**src/rtl/sram_controller.sv**
```systemverilog
// Bridges 32-bit MEM-stage word accesses to a 16-bit SRAM as two halfword accesses
// (upper half first, at the even halfword address) with programmable wait states.
module sram_controller #(
    parameter int unsigned BASE_ADDR     = 1024,
    parameter int unsigned SRAM_ADDR_W   = 18,
    parameter int unsigned ACCESS_CYCLES = 2
) (
    input  logic                   clk,
    input  logic                   rst,
    input  logic [31:0]            addr,
    input  logic [31:0]            write_data,
    input  logic                   mem_read,
    input  logic                   mem_write,
    output logic [31:0]            read_data,
    output logic                   ready,
    output logic [SRAM_ADDR_W-1:0] sram_addr,
    output logic [15:0]            sram_dq_out,
    output logic                   sram_dq_oe,
    input  logic [15:0]            sram_dq_in,
    output logic                   sram_we_n
);

    typedef enum logic [1:0] {
        IDLE = 2'd0,
        HI   = 2'd1,
        LO   = 2'd2,
        DONE = 2'd3
    } state_t;

    localparam int unsigned WIDX_W   = SRAM_ADDR_W - 1;
    localparam logic [3:0]  LAST_CNT = 4'(ACCESS_CYCLES - 1);

    state_t            state_r;
    logic [3:0]        cnt_r;
    logic [WIDX_W-1:0] widx_r;
    logic [31:0]       wdata_r;
    logic              is_write_r;
    logic [15:0]       cap_hi_r;

    logic              req_s;
    logic [31:0]       offset_s;
    logic [WIDX_W-1:0] widx_s;
    logic              phase_end_s;

    // Request decode and word-index mapping; addresses below the base wrap silently.
    always_comb begin
        req_s       = mem_read | mem_write;
        offset_s    = addr - 32'(BASE_ADDR);
        widx_s      = WIDX_W'(offset_s >> 2);
        phase_end_s = (cnt_r == LAST_CNT);
    end

    // Ready drops combinationally in IDLE so the stage freezes the cycle a request appears.
    always_comb begin
        case (state_r)
            IDLE:    ready = ~req_s;
            DONE:    ready = 1'b1;
            default: ready = 1'b0;
        endcase
    end

    // Access sequencer: SRAM pins are registered and set up on the edge entering each phase.
    always_ff @(posedge clk) begin
        if (!rst) begin
            state_r     <= IDLE;
            cnt_r       <= 4'd0;
            widx_r      <= '0;
            wdata_r     <= 32'd0;
            is_write_r  <= 1'b0;
            cap_hi_r    <= 16'd0;
            read_data   <= 32'd0;
            sram_addr   <= '0;
            sram_dq_out <= 16'd0;
            sram_dq_oe  <= 1'b0;
            sram_we_n   <= 1'b1;
        end else begin
            case (state_r)
                IDLE: begin
                    if (req_s) begin
                        widx_r      <= widx_s;
                        wdata_r     <= write_data;
                        is_write_r  <= mem_write;
                        cnt_r       <= 4'd0;
                        state_r     <= HI;
                        sram_addr   <= {widx_s, 1'b0};
                        sram_dq_out <= write_data[31:16];
                        sram_dq_oe  <= mem_write;
                        sram_we_n   <= ~mem_write;
                    end
                end
                HI: begin
                    if (phase_end_s) begin
                        cnt_r       <= 4'd0;
                        state_r     <= LO;
                        sram_addr   <= {widx_r, 1'b1};
                        sram_dq_out <= wdata_r[15:0];
                        if (!is_write_r) begin
                            cap_hi_r <= sram_dq_in;
                        end
                    end else begin
                        cnt_r <= cnt_r + 4'd1;
                    end
                end
                LO: begin
                    if (phase_end_s) begin
                        cnt_r      <= 4'd0;
                        state_r    <= DONE;
                        sram_dq_oe <= 1'b0;
                        sram_we_n  <= 1'b1;
                        if (!is_write_r) begin
                            read_data <= {cap_hi_r, sram_dq_in};
                        end
                    end else begin
                        cnt_r <= cnt_r + 4'd1;
                    end
                end
                DONE: begin
                    state_r <= IDLE;
                end
                default: begin
                    state_r    <= IDLE;
                    cnt_r      <= 4'd0;
                    sram_dq_oe <= 1'b0;
                    sram_we_n  <= 1'b1;
                end
            endcase
        end
    end

endmodule

```
**config.mk**
```make
export PLATFORM = sky130hd
export DESIGN_NAME = sram_controller
export DESIGN_NICKNAME = d
export VERILOG_FILES = /design/src/rtl/sram_controller.sv
export SDC_FILE = /design/constraint.sdc
export NUM_CORES = 1
export LEC_CHECK = 0
export BUFFER_PORTS_ARGS = -buffer_cell sky130_fd_sc_hd__buf_2
export CAP_MARGIN = 20
export CORE_MARGIN = 10
export CORE_UTILIZATION = 55
export DETAILED_ROUTE_END_ITERATION = 10
export PLACE_DENSITY = 0.82
export SKIP_CTS_REPAIR_TIMING = 1
export SYNTH_ARGS = -nofsm -noshare
export SYNTH_HDL_FRONTEND = slang
export SYNTH_SLANG_ARGS = --single-unit
```
**constraint.sdc**
```tcl
create_clock -name clk -period 6.3 [get_ports clk]
set_clock_uncertainty 0.2 [all_clocks]
set_input_delay 0.315 -clock clk [delete_from_list [all_inputs] [get_ports clk]]
set_output_delay 0.315 -clock clk [all_outputs]
set_load 0.02 [all_outputs]
```
# == Word-level counts from Yosys, hierarchy flattened ==
# Cells that the tools add are included.
# classes
n_eq_ne,7
n_mux,20
mul,0
bitwise_logic,4
div,0
magnitude_cmp,0
n_shift,0
n_addsub,2
reduce_logical,12
# ops
cell,n
$mux 18,2
$pmux 18 s2,1
$mux 16,2
$pmux 16 s2,1
$sub 19x11->19 const B,1
$reduce_and 3->1,5
$mux 4,2
$pmux 2 s4,1
$pmux 4 s2,1
$mux 2,3
$ne 2x2->1 const B,3
$pmux 1 s2,3
$reduce_bool 2->1,3
$add 4x1->4 const B,1
$eq 2x2->1 const B,2
$eq 4x1->1 const B,1
$mux 1,4
$reduce_and 2->1,2
$not 1->1,3
$eq 2x1->1 const B,1
$logic_not 2->1,1
$reduce_or 2->1,1
$or 1x1->1,1
# totals
out_inout_bits,69
mem_bits_ro,0
mem_bits_rw,0
word_cells,56
memories,0
latch_bits,0
input_bits,84
regBits,124

# == Logic depth before layout (Yosys ltp) ==
# depth
word_depth,4
mapped_depth,8
mapped_depth_nobuf,6

# == Least setup slack after synthesis ==
# OpenSTA, ideal clock, no wires.
# synth_timing
path_kind,flip-flop to flip-flop
startpoint,register state_r[0]
endpoint,register cnt_r[2]
n_path_buf,0
slack_ps,4294
required_time_ps,5983
setup_ps,117
arrival_time_ps,1689
path_stages_with_launch,7
period_less_slack_ps,2006
path_cell_list,dfxtp_1 inv_1 ha_1 or3b_2 o21ai_0 o21ai_0 a32o_1
# synth_via
elab_chain_cells,4
word_cells_on_any_way,8
classes_between,eq/ne: 3; mux: 1; reduce/logical: 4
# synth_rtl
element,line,source
start: declaration,33,state_t state_r;
start signal: assignment,65,state_r <= IDLE;
start signal: assignment,84,state_r <= HI;
start signal: assignment,94,state_r <= LO;
$eq 2x2->1 or $eq 2x1->1 (tied branches),77,case (state_r)
$reduce_or 2->1 (no source line),-,
$reduce_bool 2->1 (no source line),-,
$reduce_and 2->1 (no source line),-,
end signal: assignment,101,cnt_r <= cnt_r + 4'd1;
end signal: assignment,114,cnt_r <= cnt_r + 4'd1;
end: declaration,34,logic [3:0] cnt_r;
# Parallel ways exist; a longest one is shown, timed or not.
# A chain may end at the register's enable or synchronous reset.

# == Worst setup path after layout ==
# layout_timing
startpoint,register state_r[1]
endpoint,register sram_addr[11]
# layout_via
elab_chain_cells,3
word_cells_on_any_way,7
classes_between,eq/ne: 3; mux: 1; reduce/logical: 3
# layout_rtl
element,line,source
$eq 2x1->1 or $logic_not 2->1 (tied branches),77,
$ne 2x2->1 (no source line) or $reduce_bool 2->1 (tied branches),-,
$reduce_and 3->1 (no source line),-,
end signal: assignment,85,"sram_addr <= {widx_s, 1'b0};"
end signal: assignment,95,"sram_addr <= {widx_r, 1'b1};"
end: declaration,16,"output logic [SRAM_ADDR_W-1:0] sram_addr,"
# Parallel ways exist; a longest one is shown, timed or not.

==> flow_summary_export.csv <==
group,metric,value,unit
clock_network,clk_path_buf_depth,2,
global_routing,grtUsageTotal,0.1936,
clock_network,htreeDepth,4,
min_path,hold_path.class,"in -> reg",
timing,finalCriticalPeriod,3.247,ns
timing,fin_hold_ws,-0.01764,ns
clock_network,cts.sinks,124,
timing,setup_viol,0,
yosys,synth_seq_cells,124,
clock_network,insertion_delay,0.50,ns
timing,worst_pin_slew,1.090,ns
global_routing,overflow,0,
timing,hold_viol,2,
global_routing,antenna_found_initial,0,
yosys,synthFlopType,"dfxtp_1",
min_path,whs_path_depth,3,
cells_and_area,areaGrowthSynthToFinish,36.90,%
pwr,peakVddDrop,0.0002495,V
cells_and_area,final_cell_mix,"nand2_1, buf_2, dfxtp_1, a21oi_1, dlygate4sd3_1",
yosys,synthArstFlopShare,0,
cells_and_area,fill_cells,630,
global_routing,grt_pass1_vias,4561,
floorplan,start_util,0.5576,
min_path,hold_path_startpoint,"addr[14]",
clock_network,cts_buffers,17,
cells_and_area,final_common_cell,"nand2_1",
yosys,synthCells,595,
job,timing.max_cap.violations,0,
setup_path,crit_path_start_kind,"register",
cells_and_area,final_area,6987,sq um
timing,fmax,308.0,MHz
clock_network,clkSlewWorstSetupHoldPaths,0.06,ns
min_path,holdPathEnd,"widx_r[12]",
placement,io_buffers,137,
setup_path,reg2reg_depth,8,
cells_and_area,drive_above_1_share,0.2669,
detailed_routing,first_iter_violations,294,
detailed_routing,via_per_inst,5.457,
cells_and_area,multi_input_area,2400,sq um
floorplan,core_area,9153,sq um
cells_and_area,regArea,2482,sq um
setup_path,worst-path-max-fanout,48,
timing,max_slew_margin,0.2715,
setup_path,worstReg2RegStart,"state_r[1]",
setup_path,critPathArrivalTime,3.42,ns
setup_path,endpoint_kind,"register",
pwr,pwr_density_cell,455.6,nW/um^2
timing,slew_viol_final,0,
cells_and_area,nNetsFinal,862,
pwr,p_total,3.183,mW
yosys,seq_area_frac_synth,0.4864,
yosys,synth.distinct_cells,45,
outcome,status,"finished, violations left",
yosys,yosysWarnings,0,
detailed_routing,vias,4884,
detailed_routing,routed_wl,14870,um
placement,gp_congestion,0.7922,
yosys,synth_edf_count,0,
timing,layout_worst_path_cycle_share,0.5153,
floorplan,die-area,13530,sq um
detailed_routing,drc,0,
timing,totalNegativeSetupSlack,0,ns
setup_path,reg2reg_slack,3.05,ns
detailed_routing,wl_per_cell,16.61,um
detailed_routing,detail-route-antenna-nets,0,
setup_path,worstPathRequired,6.47,ns
outcome,violations,"hold timing",
detailed_routing,drtPass1Iterations,6,
global_routing,grt_pass1_wl,21160,um
timing,rsz0062_at_grt,"no",
floorplan,chipHeight,116.3,um
yosys,avgSynthCellArea,8.578,sq um
placement,placed_area,5772,sq um
yosys,synth_nets,687,
global_routing,grt_max_degree,107,
yosys,netlist_area,5104,sq um
clock_network,clock-root-buffer,"clkbuf_8",
floorplan,placementRows,35,
clock_network,cts_tree,"done",
placement,dp_hpwl,8984,um
pwr,p_leak,2.907,nW
floorplan,die-width,116.3,um
floorplan,ioPinCount,153,
setup_path,r2r-end,"sram_addr[11]",
setup_path,path_class,"reg -> reg",
-- cells in the mapped netlist (2+ instances only) --
master | count | area share
a211oi_1 | 4 | 0.0059
a211oi_2 | 24 | 0.059
a21oi_1 | 80 | 0.078
and2_1 | 3 | 0.0037
buf_1 | 2 | 0.0015
buf_2 | 8 | 0.0078
buf_6 | 4 | 0.0088
clkbuf_1 | 27 | 0.020
dfxtp_1 | 124 | 0.49
ha_1 | 8 | 0.020
inv_1 | 7 | 0.0051
mux2i_1 | 28 | 0.055
nand2_1 | 161 | 0.12
nand2b_1 | 7 | 0.0086
nand3_1 | 3 | 0.0029
nand4_1 | 3 | 0.0037
nor2_1 | 42 | 0.031
nor2b_1 | 2 | 0.0025
nor3_1 | 7 | 0.0069
nor3b_1 | 4 | 0.0059
o21a_1 | 2 | 0.0029
o21ai_0 | 14 | 0.014
o221ai_1 | 2 | 0.0034
o32ai_1 | 2 | 0.0034
or2_2 | 2 | 0.0025
or3_1 | 3 | 0.0037
xnor2_1 | 4 | 0.0069
-- through the flow --
| stage | setup WS, ns | cells | utilization | hold slack [ns] |
|---|---|---|---|---|
| after floorplan | 4.294 | 595 | - | 0.2106 |
| after global placement | 3.096 | 806 | 0.6306 | 0.2322 |
| after detailed placement | 3.016 | 806 | 0.6306 | 0.2429 |
| after CTS | 2.993 | 838 | 0.6980 | -0.1769 |
| after global routing | 2.809 | 894 | 0.7631 | 0.001203 |
| final | 3.053 | 895 | 0.7634 | -0.01764 |
-- layer usage --
metal  track usage  up-vias  share of wire  wire length [um]
met5             0        -              0                 0
met2        0.3247      210           0.50              7399
met3       0.08577       29          0.094              1405
met1        0.2145     2279           0.39              5813
li1              -     2366              -                 -
met4       0.06422        0          0.017               250
-- worst max-delay path: stages, from the launching register on --
cell and delay (ns):
dfxtp_1 0.34, inv_1 0.11, ha_2 0.17, buf_4 0.52, nand2b_1 0.19, a22oi_4 0.77
buf_4 0.52, mux2i_1 0.23, nor2_1 0.05
-- sequential cells by signal, indices dropped and copies added, names as in the netlist, 2 cells and up --
name / flops
state_r: 2
cnt_r: 4
wdata_r: 16
sram_addr: 18
read_data: 32
sram_dq_out: 16
widx_r: 17
cap_hi_r: 16
-- how the worst max path moves through the flow --
| stage | start | depth (start not counted) | endpoint | slack [ns] |
|---|---|---|---|---|
| after detailed placement | state_r[1] | 8 | sram_addr[11] | 3.02 |
| after floorplan | state_r[0] | 6 | cnt_r[2] | 4.29 |
| after CTS | state_r[1] | 8 | sram_addr[11] | 2.99 |
| after global placement | state_r[1] | 8 | sram_addr[10] | 3.10 |
| after global routing | state_r[1] | 8 | sram_addr[10] | 2.81 |
| final | state_r[1] | 8 | sram_addr[11] | 3.05 |
-- cell type report --
cell class	instances	area share
inverter	7	0.003940
antenna	1	0.0003582
tap	111	0.01988
timing repair buffer	198	0.1888
multi-input combinational	422	0.3435
clock inverter	12	0.02310
sequential	124	0.3553
clock buffer	20	0.06519
-- cell families (layout without fill, tap and decap cells) --
logic type / Yosys count / in the layout / share of synthesized area
xor+xnor: 5 / 5 / 0.008580
simple gates: 244 / 244 / 0.2020
buf+inv: 49 / 237 / 0.04462
mux: 28 / 28 / 0.05492
other cells: 0 / 1 / 0
fa+ha+maj: 8 / 8 / 0.01961
compound gates: 137 / 137 / 0.1839
flops: 124 / 124 / 0.4864
-- report_power, final --
part | leakage [nW] | internal [mW] | switching, mW
Combinational | 1.60 | 0.414 | 0.734
Sequential | 1.01 | 0.954 | 0.0878
Clock | 0.294 | 0.638 | 0.356
(Power assumes the default switching activity.)
